### src/rtl/simon_pkg.sv
// Shared types and constants for the Simon Says sequence memory clients
// (main FSM, playback engine, player validator).
package simon_pkg;

  localparam int SIMON_DEPTH = 10;
  localparam int SIMON_IDX_W = 4;

  typedef enum logic [2:0] {
    ST_IDLE,
    ST_FETCH,
    ST_ON,
    ST_OFF,
    ST_DONE
  } playback_state_t;

  typedef logic [1:0] color_t;

  function automatic logic [3:0] color_onehot(color_t c);
    return 4'b0001 << c;
  endfunction

endpackage

### src/rtl/simon_tick_gen.sv
// TICK_DIV prescaler: one-cycle tick strobe, realigned by clr so every
// display phase starts with a full tick period.
module simon_tick_gen #(
  parameter int TICK_DIV = 1
) (
  input  logic gclk,
  input  logic grst_n,
  input  logic clr,
  output logic tick
);

  localparam int CNT_W = (TICK_DIV > 1) ? $clog2(TICK_DIV) : 1;

  logic [CNT_W-1:0] cnt;

  assign tick = (cnt == CNT_W'(TICK_DIV - 1));

  always_ff @(posedge gclk or negedge grst_n) begin
    if (!grst_n)          cnt <= '0;
    else if (clr || tick) cnt <= '0;
    else                  cnt <= cnt + 1'b1;
  end

endmodule

### src/rtl/simon_playback.sv
// Sequence playback: reads the color sequence entry by entry and flashes
// each color on the LEDs with fixed on/off durations.
module simon_playback
  import simon_pkg::*;
#(
  parameter int TICK_DIV  = 1,
  parameter int ON_TICKS  = 4,
  parameter int OFF_TICKS = 2,
  parameter int DEPTH     = SIMON_DEPTH,
  parameter int IDX_W     = SIMON_IDX_W
) (
  input  logic             CLOCK_50,
  input  logic             resetn,
  input  logic             start,
  input  logic [IDX_W-1:0] length,
  output logic [IDX_W-1:0] rd_addr,
  input  logic [1:0]       rd_data,
  output logic [3:0]       led,
  output logic             busy,
  output logic             done
);

  localparam int MAX_TICKS = (ON_TICKS > OFF_TICKS) ? ON_TICKS : OFF_TICKS;
  localparam int DUR_W     = $clog2(MAX_TICKS * TICK_DIV + 1);

  playback_state_t  state, state_d;
  logic [IDX_W-1:0] idx, len_q;
  color_t           color_q;
  logic [DUR_W-1:0] dur;
  logic             tick, on_end, off_end, last;
  logic             accept, zero_req, zero_done_q, phase_chg;

  assign accept    = (state == ST_IDLE) && start && (length != '0);
  assign zero_req  = (state == ST_IDLE) && start && (length == '0);
  assign on_end    = tick && (dur == DUR_W'(ON_TICKS - 1));
  assign off_end   = tick && (dur == DUR_W'(OFF_TICKS - 1));
  assign last      = (idx == len_q - 1'b1);
  assign phase_chg = (state_d != state);
  assign rd_addr   = idx;

  simon_tick_gen #(.TICK_DIV(TICK_DIV)) u_tick (
    .gclk  (CLOCK_50),
    .grst_n(resetn),
    .clr   (phase_chg),
    .tick  (tick)
  );

  always_ff @(posedge CLOCK_50 or negedge resetn) begin
    if (!resetn) state <= ST_IDLE;
    else         state <= state_d;
  end

  always_comb begin
    state_d = state;
    case (state)
      ST_IDLE:  if (accept) state_d = ST_FETCH;
      ST_FETCH: state_d = ST_ON;
      ST_ON:    if (on_end) state_d = ST_OFF;
      ST_OFF:   if (off_end) state_d = last ? ST_DONE : ST_FETCH;
      ST_DONE:  state_d = ST_IDLE;
      default:  state_d = ST_IDLE;
    endcase
  end

  // Zero-length requests report done without ever leaving IDLE.
  always_comb begin
    led  = '0;
    busy = 1'b0;
    done = zero_done_q;
    case (state)
      ST_IDLE:  ;
      ST_ON:    begin led = color_onehot(color_q); busy = 1'b1; end
      ST_DONE:  begin busy = 1'b1; done = 1'b1; end
      default:  busy = 1'b1;
    endcase
  end

  always_ff @(posedge CLOCK_50 or negedge resetn) begin
    if (!resetn) begin
      idx         <= '0;
      len_q       <= '0;
      color_q     <= '0;
      dur         <= '0;
      zero_done_q <= 1'b0;
    end else begin
      zero_done_q <= zero_req;
      if (phase_chg)                                    dur <= '0;
      else if (tick && (state == ST_ON || state == ST_OFF)) dur <= dur + 1'b1;
      if (accept) begin
        len_q <= (length > IDX_W'(DEPTH)) ? IDX_W'(DEPTH) : length;
        idx   <= '0;
      end
      if (state == ST_FETCH)                 color_q <= rd_data;
      if (state == ST_OFF && off_end && !last) idx   <= idx + 1'b1;
    end
  end

endmodule

### config.mk
export PLATFORM = sky130hd
export DESIGN_NAME = simon_playback
export DESIGN_NICKNAME = d
export VERILOG_FILES = /design/src/rtl/simon_pkg.sv /design/src/rtl/simon_tick_gen.sv /design/src/rtl/simon_playback.sv
export SDC_FILE = /design/constraint.sdc
export NUM_CORES = 1
export LEC_CHECK = 0
export BUFFER_PORTS_ARGS = -buffer_cell sky130_fd_sc_hd__buf_2
export CORE_ASPECT_RATIO = 1.2
export CORE_MARGIN = 2
export CORE_UTILIZATION = 58
export DETAILED_ROUTE_END_ITERATION = 12
export GPL_ROUTABILITY_DRIVEN = 0
export GPL_TIMING_DRIVEN = 0
export PLACE_DENSITY = 0.8
export SYNTH_ARGS = -nofsm -noshare
export SYNTH_HDL_FRONTEND = slang
export SYNTH_SLANG_ARGS = --single-unit
export TNS_END_PERCENT = 20
### constraint.sdc
create_clock -name CLOCK_50 -period 5.9 [get_ports CLOCK_50]
set_input_delay 0.59 -clock CLOCK_50 [delete_from_list [all_inputs] [get_ports CLOCK_50]]
set_output_delay 0.59 -clock CLOCK_50 [all_outputs]
set_load 0.02 [all_outputs]
==> results.md, run 1 <==
- Status: complete, no violations
- Clock share of power: 10.2%
- Max stage delay on crit path: 0.43 ns
- VDD IR-drop max: 0.269 mV
- Final Hold Vio Count: 0
- Routed len/inst: 12.1 um
- Routed WL: 1.79 mm
- Clk_skew: 0.00273 ns
- Flop2flop setup slack: 3.78 ns
- Vias per std cell: 5.60
- Die area: 2160 um^2
- Core area: 1660 um^2
- Syn nets: 123
- Clk slew on worst S/H paths: 0.09 ns
- Die X: 42.8 um
- Crit-path cells: inv_1 -> ha_1 -> xnor2_1 -> xnor2_1 -> o31ai_4 -> mux2_4 -> a21o_1
- First-pass GRT wire length: 3.11 mm
- Top FF cell, synth: dfrtp_1
- Worst R2R Path Depth: 7
- Share of layout cells above drive strength 1: 24.6%
- Synth unique cells: 33
- Asr flop ratio synth: 100%
- Fin nets: 146
- Mapped Avg Cell Area: 9.60 um^2
- CTS tree: done
- Peak Freq: 471 MHz
- Worst-Skew Late Latency: 0.29 ns
- Yosys warns: 0
- Int Power: 0.312 mW
- Post CTS Setup Buffer Count: 0
- Synth Instances: 109
- RSZ-0062 raised after global routing: false
- Tcrit/Tclk final: 36.0%
- Worst endpoint required time: 6.09 ns
- IO buf count: 18
- ANT cells: 0
- FP Rows: 16
- Flop pwr share: 37.4%
- CTS max path bufs: 2
- CP Depth: 7
- Area growth from synthesis to layout: 12.9%
- P per Cell Area: 486 nW/um^2
- Initial DRC Count: 8
- Gate power share: 52.4%
- Hpwl dp: 1.40 mm
- TritonRoute pass-1 iters: 4
- Relative slew slack: 66.6%
- Largest net degree at the start of global routing: 19
- Switching share of total power: 45.6%
- Synth Register Bits: 18
- Placed Area: 1160 um^2
- CP dominant cell by count: xnor2_1
- ANT nets after route: 0
- H-tree levels: 1
- Startpoint types: register
- CP top delay family: compound AO/OA/AOI/OAI gates
- Critical path type: register to register
- Max Cap Viol: 0
- # clock sinks: 18
- Chip Height: 50.5 um
- Lkg Pwr: 0.569 nW
- Critical path peak fanout: 6
- Mapped Area: 1050 um^2
- Fin area: 1180 um^2
- Fin Setup TNS: 0 ns
- Antenna violations before repair: 0
- Num CTS Buffers: 3
- Switching power: 0.262 mW
- Crit path buffers/inverters: 1
- I/O pins: 19
- CTS Hold Buffers Added: 0
- Sequential share of the synthesized area: 43.1%
- HP Class: input pin to async pin
- Arrival @ worst endpoint: 2.31 ns
- Post-synth EDFFs: 0
- Nature of the critical path endpoint: register
- Slew Viols, Final: 0
- GRT Util Overall: 19.3%
- Vias: 829
- Total global routing overflow: 0
- DRC: 0
- Least-Margin Pin Slew: 0.498 ns
- Initial core utilization: 63.0%
- Slowest CP cell: dfrtp_1
- Number of global-route vias before repair: 759
- Post-CTS sizing: 0
- Root Buffer: clkbuf_4
- Setup violations, final: 0
- Tmin final: 2.12 ns
## cell usage in the layout (no fill, tap or decap), drive strengths merged, types with 2 or more instances in the layout
cell type and count:
nand2b 3, a21o 2, and2b 2, and2 2, or2 2, nand2 7
mux2 3, nor2 13, a21oi 4, nor3 7, a211oi 2, dfrtp 18
o21ai 8, xor2 2, inv 6, nand3 7, buf 18, xnor2 5
ha 5, clkbuf 3
## cell usage after synthesis (2+ instances only)
library cell	n	area share (%)
a21oi_1	4	1.9
nand2_1	7	2.5
inv_1	6	2.2
ha_1	5	6.0
mux2_2	2	2.2
xnor2_1	5	4.2
xor2_1	2	1.7
dfrtp_1	18	43
or2_2	2	1.2
nor3_1	5	2.4
a211oi_1	2	1.4
nor2_1	13	4.7
nand3_1	7	3.3
and2b_1	2	1.4
a21o_1	2	1.4
nand2b_1	3	1.8
o21ai_0	8	3.8
## stage by stage
stage	hold slack, ns	utilization (%)	instances	worst slack (ns)	power (mW)
detailed placement	0.532	69.7	145	3.81	0.518
floorplan	0.294	-	109	3.98	0.445
finish	0.210	71.1	148	3.78	0.574
global placement	0.511	69.7	145	3.87	0.504
CTS	0.225	71.1	148	3.78	0.578
global route	0.246	71.1	148	3.70	0.624
## cell type report
cell class                 instances  area, um^2
clock buffer                       3        22.5
fill                             129         480
tap                               18        22.5
sequential                        18         450
multi-input combinational         85         573
inverter                           6        22.5
timing repair buffer              18        90.1
## power groups by stage
stage / Clock [mW] / Combinational, mW / Sequential [mW]
after global routing: 0.0639 / 0.338 / 0.222
after floorplan: 0 / 0.230 / 0.215
final: 0.0587 / 0.301 / 0.215
after CTS: 0.0607 / 0.302 / 0.215
after global placement: 0 / 0.291 / 0.213
after detailed placement: 0 / 0.300 / 0.217
## final timing paths
| kind | from | end |
|---|---|---|
| worst max register to register | len_q[0] | rd_addr[3] |
| worst max-delay path | len_q[0] | rd_addr[3] |
| worst min-delay path | resetn | state[0] |
| min in group CLOCK_50 | rd_data[1] | color_q[1] |
| worst min register to register | len_q[1] | len_q[1] |
| max in group asynchronous | resetn | len_q[1] |
## per-layer routing
layer / part of all wire, % / global-route usage [%] / vias to the layer above
li1: - / - / 424
met1: 46 / 24.3 / 384
met2: 48 / 32.6 / 17
met3: 3.7 / 2.16 / 4
met4: 2.6 / 9.38 / 0
met5: 0 / 0 / -
## flip-flops by register name, indices dropped and copies added (netlist names)
register and count:
len_q 4, zero_done_q 1, state 3, u_tick.cnt 1, color_q 2, rd_addr 4
dur 3
## cell families after synthesis
group	synth area share, %
flops	43.1
fa+ha+maj	5.98
buf+inv	2.15
other cells	0.359
mux	4.54
compound gates	12.9
xor+xnor	5.86
simple gates	25.1
No activity file was read; power rests on OpenSTA's default activity.
==> run 2: changes to the inputs <==
CORE_UTILIZATION = 54   (was 58)
PLACE_DENSITY = 0.75   (was 0.8)
clock period = 2.19 ns   (was 5.9 ns; I/O delays follow)
==> run 2 against run 1 <==
Cell count increased by 2.0%. Register-to-register slack got worse by 3.6 ns. Via count decreased by 3.5%. Wire length increased by 1.0%. Fmax increased by 3.4%.
==> results.md, run 2 (synthesis gave the netlist of run 1 again) <==
- Die X: 44.2 um
- Number of global-route vias before repair: 764
- HP Class: input pin to register
- FP Rows: 17
- Worst Hold End: color_q[1]
- Slew Viols, Final: 0
- Initial core utilization: 57.2%
- H-tree levels: 1
- Clk slew on worst S/H paths: 0.11 ns
- Largest net degree at the start of global routing: 19
- Hpwl dp: 1.44 mm
- TritonRoute pass-1 iters: 4
- ANT nets after route: 0
- Routed WL: 1.81 mm
- Setup violations, final: 0
- Total global routing overflow: 0
- Hold_sp: rd_data[1]
- Worst-Skew Late Latency: 0.29 ns
- VDD IR-drop max: 0.747 mV
- Flop2flop setup slack: 0.14 ns
- Die area: 2310 um^2
- Critical path peak fanout: 6
- Worst endpoint required time: 2.39 ns
- Startpoint types: register
- I/O pins: 19
- Worst R2R Path Depth: 7
- Nature of the critical path endpoint: register
- Crit-path cells: inv_1 -> ha_1 -> xnor2_1 -> xnor2_1 -> o31ai_4 -> mux2_4 -> a21o_1
- Max Cap Viol: 0
- Arrival @ worst endpoint: 2.25 ns
- Vias per std cell: 5.30
- Num CTS Buffers: 3
- Area growth from synthesis to layout: 15.3%
- Share of layout cells above drive strength 1: 25.0%
- Worst Hold Depth: 3
- Cells after DPL: 146
- Max stage delay on crit path: 0.43 ns
- FF-to-FF Start: len_q[0]
- CTS max path bufs: 2
- P per Cell Area: 1310 nW/um^2
- Worst r2r dst: rd_addr[3]
- DRC: 0
- Post-CTS sizing: 0
- Tcrit/Tclk final: 93.7%
- Most frequent cells in the layout: 18 x dfrtp_1, 18 x buf_2, 13 x nor2_1, 8 x o21ai_0
- Antenna violations before repair: 0
- First-pass GRT wire length: 3.22 mm
- GRT Util Overall: 18.9%
- Final Hold Vio Count: 0
- Chip Height: 52.2 um
- Vias: 800
- Fin nets: 147
- Lkg Pwr: 0.580 nW
- ANT cells: 0
- Core area: 1830 um^2
- Clk_skew: 0.00715 ns
- Initial DRC Count: 5
- CP dominant cell by count: xnor2_1
- Finished Layout Cells: 151
- Status: complete, no violations
- Post CTS Setup Buffer Count: 0
- Critical path type: register to register
- Peak Freq: 487 MHz
- # clock sinks: 18
- IO buf count: 18
- Slowest CP cell: dfrtp_1
- Fin Setup TNS: 0 ns
- Tmin final: 2.05 ns
- CTS tree: done
- Root Buffer: clkbuf_4
- RSZ-0062 raised after global routing: false
- Routed len/inst: 12.0 um
-- run 2: cell types whose count changed in the layout (fill, tap and decap cells not counted), sizes merged --
cell and change:
dlygate4sd3 +1, clkbuf +1
-- run 2: power breakdown --
group	switching (mW)	internal (mW)	leakage, nW	total (mW)
Clock	0.106	0.101	0.0210	0.207
Sequential	0.132	0.447	0.228	0.580
Combinational	0.465	0.332	0.331	0.797
-- run 2: how the worst max path moves through the flow --
stage,startpoint,endpoint,slack (ns),cells past startpoint
2_1_floorplan,len_q[0],rd_addr[3],0.27,7
5_1_grt,len_q[0],rd_addr[3],0.008,7
4_1_cts,len_q[0],rd_addr[3],0.11,7
3_3_place_gp,len_q[0],rd_addr[3],0.17,7
3_5_place_dp,len_q[0],rd_addr[3],0.13,7
6_report,len_q[0],rd_addr[3],0.14,7
-- run 2: critical path: cells and delay by family (launching register included) --
kind,cells,cell delay (ns)
AO/OA/AOI/OAI,2,0.48
XOR/XNOR,2,0.45
flip-flops,1,0.43
multiplexers,1,0.33
adder cells (fa/ha/maj),1,0.20
buffers and inverters,1,0.06
-- run 2: cell type report --
type / count / area, um^2
tap: 19 / 23.8
inverter: 6 / 22.5
multi-input combinational: 85 / 573
sequential: 18 / 450
timing repair buffer: 19 / 100
clock buffer: 4 / 36.3
fill: 145 / 623
-- run 2: stage by stage --
step	cell area (um^2)	power (mW)	worst slack, ns	hold slack, ns	utilization (%)
after floorplan	1050	1.20	0.273	-0.0766	-
after global placement	1160	1.36	0.166	0.170	63.4
after detailed placement	1160	1.39	0.128	0.171	63.4
after CTS	1210	1.60	0.112	0.128	65.9
after global routing	1210	1.72	0.00836	0.156	65.9
final	1210	1.58	0.138	0.132	65.9
-- run 2: repair_timing --
| action | in CTS | in global routing |
|---|---|---|
| setup endpoints to repair | 0 | 1 |
| hold buffers | 1 | 0 |
| endpoints found under the hold margin | 18 | 0 |
-- run 2: layer usage --
layer  routed length, um  share of wire [%]  global-route usage (%)
met2                 879                 49                    33.1
met5                   0                  0                       0
met1                 840                 47                    23.3
met3                  57                3.2                    2.07
met4                  27                1.5                    7.58
